**config.mk**
```make
export PLATFORM = sky130hd
export DESIGN_NAME = vga_timing
export DESIGN_NICKNAME = d
export VERILOG_FILES = /design/src/rtl/vga_timing.sv
export SDC_FILE = /design/constraint.sdc
export NUM_CORES = 1
export LEC_CHECK = 0
export CORE_ASPECT_RATIO = 1.5
export CORE_MARGIN = 1.5
export CORE_UTILIZATION = 50
export DETAILED_ROUTE_END_ITERATION = 12
export MAX_ROUTING_LAYER = met4
export PLACE_DENSITY = 0.73
export SYNTH_ARGS = -nofsm -noshare
export SYNTH_HDL_FRONTEND = slang
export SYNTH_SLANG_ARGS = --single-unit
```
**constraint.sdc**
```tcl
create_clock -name clk -period 3.3 [get_ports clk]
set_input_delay 0.495 -clock clk [delete_from_list [all_inputs] [get_ports clk]]
set_output_delay 0.495 -clock clk [all_outputs]
set_load 0.05 [all_outputs]
```
**src/rtl/vga_timing.sv**
```systemverilog
// vga_timing: VGA raster timing master for one display.
//   Keeps horizontal/vertical position counters and a VIS/FP/SYNC/BP phase
//   FSM per axis. Advances one pixel position per clk edge with pix_en=1.
//   All outputs are registers decoded from the next position, so they stay
//   coherent with the counters.
// Ports:
//   clk         system clock, posedge
//   rst         asynchronous active-high reset (raster parks at last position)
//   pix_en      pixel tick
//   hcount      current column, 0..H_TOTAL-1
//   vcount      current line, 0..V_TOTAL-1
//   hsync       horizontal sync, active level HSYNC_POL
//   vsync       vertical sync, active level VSYNC_POL
//   de          display enable (visible area)
//   line_start  one-clk pulse on entering hcount=0
//   frame_start one-clk pulse on entering (0,0)
module vga_timing #(
  parameter int unsigned CW        = 10,
  parameter int unsigned H_VISIBLE = 640,
  parameter int unsigned H_FRONT   = 16,
  parameter int unsigned H_SYNC    = 96,
  parameter int unsigned H_BACK    = 48,
  parameter int unsigned V_VISIBLE = 480,
  parameter int unsigned V_FRONT   = 10,
  parameter int unsigned V_SYNC    = 2,
  parameter int unsigned V_BACK    = 33,
  parameter bit          HSYNC_POL = 1'b0,
  parameter bit          VSYNC_POL = 1'b0
) (
  input  logic          clk,
  input  logic          rst,
  input  logic          pix_en,
  output logic [CW-1:0] hcount,
  output logic [CW-1:0] vcount,
  output logic          hsync,
  output logic          vsync,
  output logic          de,
  output logic          line_start,
  output logic          frame_start
);

  localparam int unsigned H_TOTAL = H_VISIBLE + H_FRONT + H_SYNC + H_BACK;
  localparam int unsigned V_TOTAL = V_VISIBLE + V_FRONT + V_SYNC + V_BACK;

  localparam logic [CW-1:0] H_LAST     = CW'(H_TOTAL - 1);
  localparam logic [CW-1:0] H_FP_START = CW'(H_VISIBLE);
  localparam logic [CW-1:0] H_SY_START = CW'(H_VISIBLE + H_FRONT);
  localparam logic [CW-1:0] H_BP_START = CW'(H_VISIBLE + H_FRONT + H_SYNC);

  localparam logic [CW-1:0] V_LAST     = CW'(V_TOTAL - 1);
  localparam logic [CW-1:0] V_FP_START = CW'(V_VISIBLE);
  localparam logic [CW-1:0] V_SY_START = CW'(V_VISIBLE + V_FRONT);
  localparam logic [CW-1:0] V_BP_START = CW'(V_VISIBLE + V_FRONT + V_SYNC);

  typedef enum logic [1:0] {
    PH_VIS,
    PH_FP,
    PH_SYNC,
    PH_BP
  } phase_e;

  logic [CW-1:0] h_q, h_d;
  logic [CW-1:0] v_q, v_d;
  phase_e        hph_q, hph_d;
  phase_e        vph_q, vph_d;
  logic          hsync_q, hsync_d;
  logic          vsync_q, vsync_d;
  logic          de_q, de_d;
  logic          ls_q, ls_d;
  logic          fs_q, fs_d;
  logic          h_wrap;

  // Phase advance for one axis, keyed on the position being entered.
  function automatic phase_e next_phase(
    input phase_e        cur,
    input logic [CW-1:0] pos,
    input logic [CW-1:0] fp_start,
    input logic [CW-1:0] sy_start,
    input logic [CW-1:0] bp_start
  );
    phase_e nxt;
    nxt = cur;
    case (cur)
      PH_VIS:  if (pos == fp_start) nxt = PH_FP;
      PH_FP:   if (pos == sy_start) nxt = PH_SYNC;
      PH_SYNC: if (pos == bp_start) nxt = PH_BP;
      PH_BP:   if (pos == '0)       nxt = PH_VIS;
      default: nxt = cur;
    endcase
    return nxt;
  endfunction

  always_ff @(posedge clk or posedge rst) begin
    if (rst) begin
      h_q     <= H_LAST;
      v_q     <= V_LAST;
      hph_q   <= PH_BP;
      vph_q   <= PH_BP;
      hsync_q <= ~HSYNC_POL;
      vsync_q <= ~VSYNC_POL;
      de_q    <= 1'b0;
      ls_q    <= 1'b0;
      fs_q    <= 1'b0;
    end else begin
      h_q     <= h_d;
      v_q     <= v_d;
      hph_q   <= hph_d;
      vph_q   <= vph_d;
      hsync_q <= hsync_d;
      vsync_q <= vsync_d;
      de_q    <= de_d;
      ls_q    <= ls_d;
      fs_q    <= fs_d;
    end
  end

  always_comb begin
    h_d     = h_q;
    v_d     = v_q;
    hph_d   = hph_q;
    vph_d   = vph_q;
    hsync_d = hsync_q;
    vsync_d = vsync_q;
    de_d    = de_q;
    ls_d    = 1'b0;     // pulses self-clear on every edge, ticked or not
    fs_d    = 1'b0;
    h_wrap  = (h_q == H_LAST);

    if (pix_en) begin
      h_d = h_wrap ? '0 : h_q + 1'b1;
      if (h_wrap) begin
        v_d = (v_q == V_LAST) ? '0 : v_q + 1'b1;
      end

      hph_d = next_phase(hph_q, h_d, H_FP_START, H_SY_START, H_BP_START);
      // Vertical phase only moves on a line wrap, so vsync changes with hcount=0.
      if (h_wrap) begin
        vph_d = next_phase(vph_q, v_d, V_FP_START, V_SY_START, V_BP_START);
      end

      hsync_d = (hph_d == PH_SYNC) ? HSYNC_POL : ~HSYNC_POL;
      vsync_d = (vph_d == PH_SYNC) ? VSYNC_POL : ~VSYNC_POL;
      de_d    = (hph_d == PH_VIS) && (vph_d == PH_VIS);
      ls_d    = h_wrap;
      fs_d    = h_wrap && (v_q == V_LAST);
    end
  end

  assign hcount      = h_q;
  assign vcount      = v_q;
  assign hsync       = hsync_q;
  assign vsync       = vsync_q;
  assign de          = de_q;
  assign line_start  = ls_q;
  assign frame_start = fs_q;

endmodule

```
* Word level (Yosys, flattened, before mapping)
Cells that the tools add are included.
Word-level totals: register bits 29, bits in latches 0, bits in writable memories 0, memory bits (read-only) 0, bits of input ports 3, output and inout bits 25, logic and storage cells 56, memories 0
Operators by class: $add $sub $neg 2, multiply operators 0, divide/modulo/power cells 0, order comparisons 0, equal/unequal tests 16, shifts and indexed selects 0, multiplexer cells 21, bitwise logic cells 0, reduce and logical (&&, ||, !) cells 8
Operator list (count):
- equality test 10 bit (second input constant) | 5
- two-way mux 10 bit | 4
- equality test 10 x 9 -> 1 bit (second input constant) | 3
- two-way mux 2 bit | 11
- adder 10 x 1 -> 10 bit (second input constant) | 2
- logical NOT 10 bit | 2
- one-hot mux 2 bit (4 select lines) | 2
- equality test 2 bit (second input constant) | 6
- logical NOT 2 bit | 4
- equality test 2 x 1 -> 1 bit (second input constant) | 2
- two-way mux 1 bit | 4
- logical AND 1 bit | 2

* Depth between registers and ports, before layout
Gate-level depths: netlist of run 1.
depth in word-level cells 11, gate-level depth with buffers 11, depth with buffers taken out 10

* Least setup slack after synthesis of run 1
Ideal clock, no wire load.
path type register to register, start point reg h_q[0] (netlist: hcount[0]), end point reg vsync_q (netlist: vsync), library setup time 83 ps, arrival 3496 ps, data required time 3217 ps, slack -280 ps, stages on the path, launching flop included 10, path buffers 0, clock period less this slack 3580 ps, cells stage by stage dfstp_2 > ha_1 > nand4_2 > nor4_1 > mux2_2 > or4_4 > a2111oi_4 > a21oi_2 > o21a_1 > o32a_1
On the way: word-level cells in the longest chain between the ends 10, elaborated cells between the ends (all ways) 16, classes of those cells eq/ne: 5; mux: 10; reduce/logical: 1
RTL lines:
- start, declared | line 62 | logic [CW-1:0] h_q, h_d;
- start signal, assigned | line 95 | h_q <= H_LAST;
- start signal, assigned | line 105 | h_q <= h_d;
- equality test 10 bit (*) | line 127 | h_wrap = (h_q == H_LAST);
- two-way mux 10 bit | line 131 | if (h_wrap) begin
- two-way mux 10 bit | line 129 | if (pix_en) begin
- equality test 10 x 9 -> 1 bit (tied with other cells) | line 86 | PH_SYNC: if (pos == bp_start) nxt = PH_BP;
- two-way mux 2 bit, on equally long branches
- one-hot mux 2 bit (4 select lines) | line 83 | case (cur)
- two-way mux 2 bit (*) | line 137 | if (h_wrap) begin
- two-way mux 2 bit (*) | line 129
- equality test 2 bit (*) | line 142 | vsync_d = (vph_d == PH_SYNC) ? VSYNC_POL : ~VSYNC_POL;
- two-way mux 1 bit (*) | line 142
- end signal, assigned | line 100 | vsync_q <= ~VSYNC_POL;
- end signal, assigned | line 110 | vsync_q <= vsync_d;
- end, declared | line 67 | logic vsync_q, vsync_d;
Every way passes the cells marked *; elsewhere a longest branch is shown, timed or not. The select of a mux whose other input is x is not followed. A chain may end at the register's enable or synchronous reset.

* Worst setup path in the final report of run 1
start point reg h_q[0] (netlist: hcount[0]), end point reg de_q (netlist: de)
On the way: word-level cells in the longest chain between the ends 10, elaborated cells between the ends (all ways) 29, classes of those cells add/sub: 1; eq/ne: 7; mux: 16; reduce/logical: 5
RTL lines:
- parallel branches: the longest is 9 deep, another holds adder 10 x 1 -> 10 bit
- logical AND 1 bit (*) | line 143 | de_d = (hph_d == PH_VIS) && (vph_d == PH_VIS);
- end signal, assigned | line 101 | de_q <= 1'b0;
- end signal, assigned | line 111 | de_q <= de_d;
- end, declared | line 68 | logic de_q, de_d;
Mark *: on every way between the ends. The select of a mux whose other input is x is not followed.

==> flow_summary.json, run 1 <==
{
  "finalCriticalPeriod_ns": 3.15,
  "cp.required_ns": 3.47,
  "worst_pin_slew_ns": 0.574,
  "grt_overflow_total": 0,
  "wl_mm": 5.67,
  "crit_type": "register to register",
  "hold_violations": 0,
  "power_density_nw_per_um2": 579,
  "ant_nets": 0,
  "dr.pass1.iters": 5,
  "tns_ns": 0,
  "maxSlewHeadroom_pct": 61.3,
  "clk_pin_slew_ns": 0.06,
  "vias": 2127,
  "numClockSinks": 29,
  "synth_seq_area_share_pct": 34.5,
  "async_flop_share_pct": 100,
  "synth_ff_type": "dfstp_2",
  "fin_cells": 336,
  "grt_pass1_wl_mm": 9.47,
  "clock_path_buffers": 2,
  "numCtsBuffers": 5,
  "final-setup-viol-count": 0,
  "post-cts-setup-buffer-count": 0,
  "vias_per_cell": 6.33,
  "gp_congestion": 0.927,
  "area_growth_pct": 24.5,
  "cts_htree_levels": 2,
  "initialDrtViolationCount": 121,
  "fp.dieW_um": 56.7,
  "grt_start_max_net_pins": 25,
  "initial_core_util_pct": 51.8,
  "status": "finished, final reports clean",
  "final.period_utilization_pct": 95.3,
  "drive_gt1_share_pct": 19.7,
  "dp.cells": 328,
  "antenna_found_initial": 0,
  "grt_pass1_vias": 2123,
  "fin_worst_skew_ns": 0.00524,
  "ys_types": 56,
  "fin_nets": 295,
  "cap_violations": 0,
  "hold_path.class": "primary input to asynchronous set/reset pin",
  "drt_drc_violations_left": 0,
  "ys_ff_latch": 29,
  "synth_cells": 258,
  "core_area_um2": 4170,
  "antenna_cells": 0,
  "cts_tree": "built",
  "start_kind": "register",
  "portBuffers": 27,
  "max_freq_mhz": 318,
  "fillers": 357,
  "clk_latency_ns": 0.28,
  "yosys_warnings": 0,
  "post_drt_wl_per_cell_um": 16.9,
  "rows": 29,
  "multi_input_area_um2": 1340,
  "p_leak_nw": 0.997,
  "r2r_start": "hcount[0]",
  "synth_nets": 264,
  "rsz0062_at_grt": "yes",
  "drv_slew": 0,
  "grt_use_total_pct": 25.7,
  "worstSetupStartpoint": "hcount[0]",
  "cp_max_fo": 8,
  "synth_enable_flop_cells": 0,
  "regArea_um2": 753,
  "critical_path_arrival_ns": 3.31,
  "clockRootBuffer": "clkbuf_8",
  "die_h_um": 83.5,
  "syn_area_um2": 2160,
  "die_area_um2": 4740,
  "boundaryPins": 28,
  "avgSynthCellArea_um2": 8.38,
  "end_kind": "register",
  "peakVddDrop_uv": 675,
  "dpl.hpwl_mm": 4.18
}
-- logic make-up (layout without fill, tap and decap cells) --
group           after synthesis  in the layout  synth area share, %
compound gates               66             66                 21.1
flops                        29             29                 34.5
simple gates                112            112                 29.0
mux                           6              6                 3.01
fa+ha+maj                     3              3                 1.74
xor+xnor                     12             12                 4.86
buf+inv                      30             62                 5.84
-- layer usage --
metal | track usage [%] | up-vias | part of all wire (%) | wire length [um]
met1 | 26.4 | 1020 | 38 | 2180
li1 | - | 1010 | - | -
met3 | 3.57 | 19 | 4.1 | 233
met2 | 47.0 | 78 | 55 | 3110
met4 | 11.0 | 0 | 2.6 | 150
met5 | - | - | 0 | 0
-- cell type report --
| class | count | area share, % |
|---|---|---|
| repair buffers | 45 | 15.2 |
| clock buffers | 7 | 3.58 |
| flip-flops and latches | 29 | 28.0 |
| multi-input cells | 199 | 49.7 |
| well taps | 46 | 2.14 |
| inverters | 9 | 1.26 |
| clock inverters | 1 | 0.186 |
-- metrics by stage --
stage | setup WS, ns | area [um^2] | total power, mW | util (%) | hold WS (ns)
after detailed placement | 0.0737 | 2570 | 1.22 | 61.5 | 0.507
after CTS | 0.0572 | 2670 | 1.56 | 64.0 | 0.509
after global placement | 0.165 | 2570 | 1.21 | 61.5 | 0.493
final | 0.154 | 2690 | 1.56 | 64.5 | 0.501
after floorplan | 0.0111 | 2200 | 1.01 | - | 0.488
after global routing | -0.00332 | 2690 | 1.63 | 64.5 | 0.553
-- final timing paths --
| check | slack (ns) | end | depth (start not counted) |
|---|---|---|---|
| setup / recovery | 0.15 | de | 9 |
| hold / removal | 0.50 | hcount[7] | 2 |
| setup reg to reg | 0.15 | de | 9 |
| hold reg to reg | 0.51 | de | 1 |
| max in group asynchronous | 2.14 | vcount[2] | 3 |
| min in group clk | 0.51 | de | 1 |
-- synthesized netlist by cell type (3+ instances only) --
| master | n | area share, % |
|---|---|---|
| mux2_2 | 4 | 2.1 |
| dfrtp_1 | 13 | 15 |
| a31oi_1 | 3 | 0.87 |
| nor3_1 | 4 | 0.93 |
| or3_1 | 5 | 1.4 |
| a21oi_1 | 10 | 2.3 |
| and2_1 | 3 | 0.87 |
| xnor2_1 | 11 | 4.5 |
| ha_1 | 3 | 1.7 |
| o31ai_1 | 5 | 1.7 |
| clkbuf_1 | 16 | 2.8 |
| and3_1 | 4 | 1.2 |
| a211oi_1 | 5 | 1.7 |
| nand3_1 | 14 | 3.2 |
| inv_1 | 9 | 1.6 |
| and4_1 | 3 | 1.2 |
| nand4_1 | 10 | 2.9 |
| o21ai_0 | 20 | 4.6 |
| nor2_1 | 19 | 3.3 |
| nor4_1 | 4 | 1.2 |
| nand2b_1 | 5 | 1.4 |
| dfstp_2 | 16 | 19 |
| nand2_1 | 28 | 4.9 |
-- report_power, final --
group	switching (mW)	total, mW	internal [mW]
Sequential	0.0871	0.555	0.468
Combinational	0.423	0.673	0.250
Clock	0.141	0.330	0.188
-- placed cells by master, fill, tap and decap left out, drive strengths merged, types with 2 or more instances in the layout --
cell type	count
nand2	28
clkdlybuf4s50	27
o21ai	20
nor2	19
buf	18
dfstp	16
nand3	14
dfrtp	13
xnor2	11
nand4	11
a21oi	11
inv	9
clkbuf	7
nor4	6
or3	5
nand2b	5
a211oi	5
o31ai	5
mux2	4
and3	4
nor3	4
and2	3
a31oi	3
and4	3
ha	3
nand4b	2
mux2i	2
nor2b	2
o22ai	2
o41ai	2
o32a	2
a32oi	2
a22oi	2
a21o	2
or4	2
-- registers in the layout, indices dropped and copies added (netlist names) --
name,count
de,1
frame_start,1
hcount,10
hph_q,2
hsync,1
line_start,1
vcount,10
vph_q,2
vsync,1
-- worst max-delay path, cell delays in order, from the launching register on --
cell and delay (ns):
dfstp_4 0.66, ha_4 0.19, nand4_4 0.12, nor4_4 0.29
mux2_2 0.36, or4_4 0.56, nor3_2 0.22, nand4_1 0.16
and4_1 0.23, a32o_1 0.25
-- repair_timing --
action,CTS,global route
hold buffers,0,0
gates resized for setup,0,4
setup endpoints to repair,0,2
Note: power is estimated with default switching activity, not from simulation.
==> run 2, diff against run 1 <==
- ABC_AREA: unset -> 1
- CAP_MARGIN: unset -> 10
==> run 2 against run 1 <==
  * Design area down 5.9%
  * Hold slack worse by 0.019 ns
  * Sequential power increased by 5.0%
  * Synthesized cell count is 23% higher
  * Count of clock-buffer cells in the layout unchanged
  * Global-route usage fell by 1.5 points
  * Non-clock buffer count down 14
  * Routed wire length fell by 10%
  * Sequential share of layout area up 1.4 points
  * Power increased by 5.1%
==> flow_summary.json, run 2 <==
{
  "status": "finished, final reports clean",
  "syn_area_um2": 2130,
  "total_power_mw": 1.64,
  "cp_max_fo": 14,
  "core_area_um2": 4030,
  "post-cts-setup-buffer-count": 0,
  "path_buf_inv": 1,
  "vias_per_cell": 5.41,
  "yosys.area.top_type": "dfstp_2",
  "grt_use_total_pct": 24.2,
  "grt_pass1_vias": 2025,
  "avgSynthCellArea_um2": 6.72,
  "dr.pass1.iters": 4,
  "critPathMostFrequentCell": "nand2_1",
  "drt_drc_violations_left": 0,
  "synth_enable_flop_cells": 0,
  "vias": 2119,
  "area_growth_pct": 19.0,
  "critical_path_arrival_ns": 2.68,
  "clk_pin_slew_ns": 0.06,
  "wl_met3_um": 193,
  "tns_ns": 0,
  "drv_slew": 0,
  "rsz0062_at_grt": "no",
  "final_util_pct": 62.9,
  "die_h_um": 82.9,
  "antenna_found_initial": 0,
  "rows": 28,
  "multi_input_area_um2": 1180,
  "p_leak_nw": 1.20,
  "dp.cells": 384,
  "initial_core_util_pct": 52.9,
  "yosys_warnings": 0,
  "final.period_utilization_pct": 74.7,
  "ys_ff_latch": 29,
  "synth_seq_area_share_pct": 35.0,
  "hold_violations": 0,
  "cap_violations": 0,
  "final_common_cell": "nand2_1",
  "antenna_cells": 0,
  "hold_path.class": "register to register",
  "synth_cells": 317,
  "finalCriticalPeriod_ns": 2.46,
  "dpl.hpwl_mm": 3.84,
  "worst_slack_ns": 0.836,
  "ant_nets": 0,
  "wl_met1_mm": 2.10,
  "holdBufCountCts": 0,
  "cts_htree_levels": 2,
  "drive_gt1_share_pct": 16.7,
  "synth_top_area_share_pct": 19.7,
  "ys_top_cells_by_area": "dfstp_2, nand2_1, dfrtp_1",
  "peakVddDrop_uv": 431,
  "synth_nets": 323,
  "numCtsBuffers": 5,
  "cts_tree": "built",
  "critical_path.top_delay_family": "simple AND/OR/NAND/NOR gates",
  "grt_overflow_total": 0,
  "die_area_um2": 4670,
  "initialDrtViolationCount": 105,
  "end_kind": "register",
  "pre_cts_ws_ns": 0.846,
  "layout_common_cells": "nand2_1, inv_1, nor2_1",
  "yosysMostFrequentCell": "nand2_1",
  "ys_types": 31,
  "post_drt_wl_per_cell_um": 13.0,
  "max_freq_mhz": 406,
  "final-setup-viol-count": 0,
  "clockRootBuffer": "clkbuf_8",
  "fin_worst_skew_ns": 0.00392,
  "cp_slowest_cell": "dfstp_2",
  "clock_path_buffers": 2,
  "wl_mm": 5.09,
  "grt_start_max_net_pins": 21,
  "maxSlewHeadroom_pct": 61.7,
  "wl_met2_mm": 2.69,
  "max_stage_delay_ns": 0.55,
  "async_flop_share_pct": 100,
  "ctsResizeCount": 0,
  "portBuffers": 27,
  "fin_cells": 392,
  "synth_common_cells": "nand2_1, inv_1, nor2_1, nand3_1, o21ai_0",
  "cp.required_ns": 3.52,
  "start_kind": "register",
  "numClockSinks": 29,
  "worstPathCellList": "ha_1 > nand2_1 > inv_2 > nand3_2 > nor2_4 > nor2_1 > nor2_1 > nand2_1 > nor2_2 > nand3_1 > nand2_1 > nand2_2 > o21bai_4 > nand3_1 > nand2_1",
  "power_density_nw_per_um2": 646,
  "boundaryPins": 28,
  "crit_type": "register to register",
  "fp.dieW_um": 56.3,
  "worst_pin_slew_ns": 0.574,
  "highest_layer": "met4",
  "gp_congestion": 0.930,
  "fillers": 374,
  "synth_ff_type": "dfstp_2",
  "fin_nets": 352,
  "clk_latency_ns": 0.28,
  "regArea_um2": 746,
  "grt_pass1_wl_mm": 8.93
}
==> run 2: worst paths after layout <==
| path | from | to | slack, ns | cells after the start |
|---|---|---|---|---|
| setup / recovery | hcount[1] | de | 0.84 | 15 |
| hold / removal | hcount[1] | hcount[1] | 0.48 | 2 |
| setup reg to reg | hcount[1] | de | 0.84 | 15 |
| hold reg to reg | hcount[1] | hcount[1] | 0.48 | 2 |
| max in group asynchronous | rst | hcount[9] | 2.11 | 3 |
| min in group asynchronous | rst | hcount[6] | 0.57 | 2 |
==> run 2: cell families after synthesis <==
group / Yosys count / synth area share, %
buffers and inverters: 48 / 9.40
adders and majority gates: 3 / 1.76
and+or+nand+nor: 204 / 44.8
AOI/OAI and AO/OA: 33 / 8.99
DFF: 29 / 35.0
==> run 2: report_power, final <==
group | total, mW | leakage (nW) | switching [mW] | internal [mW]
combinational | 0.728 | 0.806 | 0.494 | 0.233
sequential | 0.583 | 0.340 | 0.118 | 0.465
clock | 0.326 | 0.0542 | 0.138 | 0.188
==> run 2: tightest hold or removal path: cells and delay by family, from the launching register on <==
family / cells / cell delay [ns]
DFF: 1 / 0.38
and+or+nand+nor: 2 / 0.10
==> run 2: cell type report <==
cell class	instances	area share, %
inverters	39	5.78
well taps	45	2.22
clock buffers	7	3.80
flip-flops and latches	29	29.4
clock inverters	1	0.198
repair buffers	31	11.9
multi-input cells	240	46.7
==> run 2: stage by stage <==
step | hold slack (ns) | instance area, um^2
4_1_cts | 0.485 | 2530
5_1_grt | 0.510 | 2530
6_report | 0.482 | 2530
3_5_place_dp | 0.474 | 2430
2_1_floorplan | 0.481 | 2130
3_3_place_gp | 0.471 | 2430
==> run 2: layer usage <==
layer	track usage (%)	vias to the layer above
met1	27.4	988
met3	3.89	10
met5	-	-
met4	10.2	0
li1	-	1067
met2	41.6	54
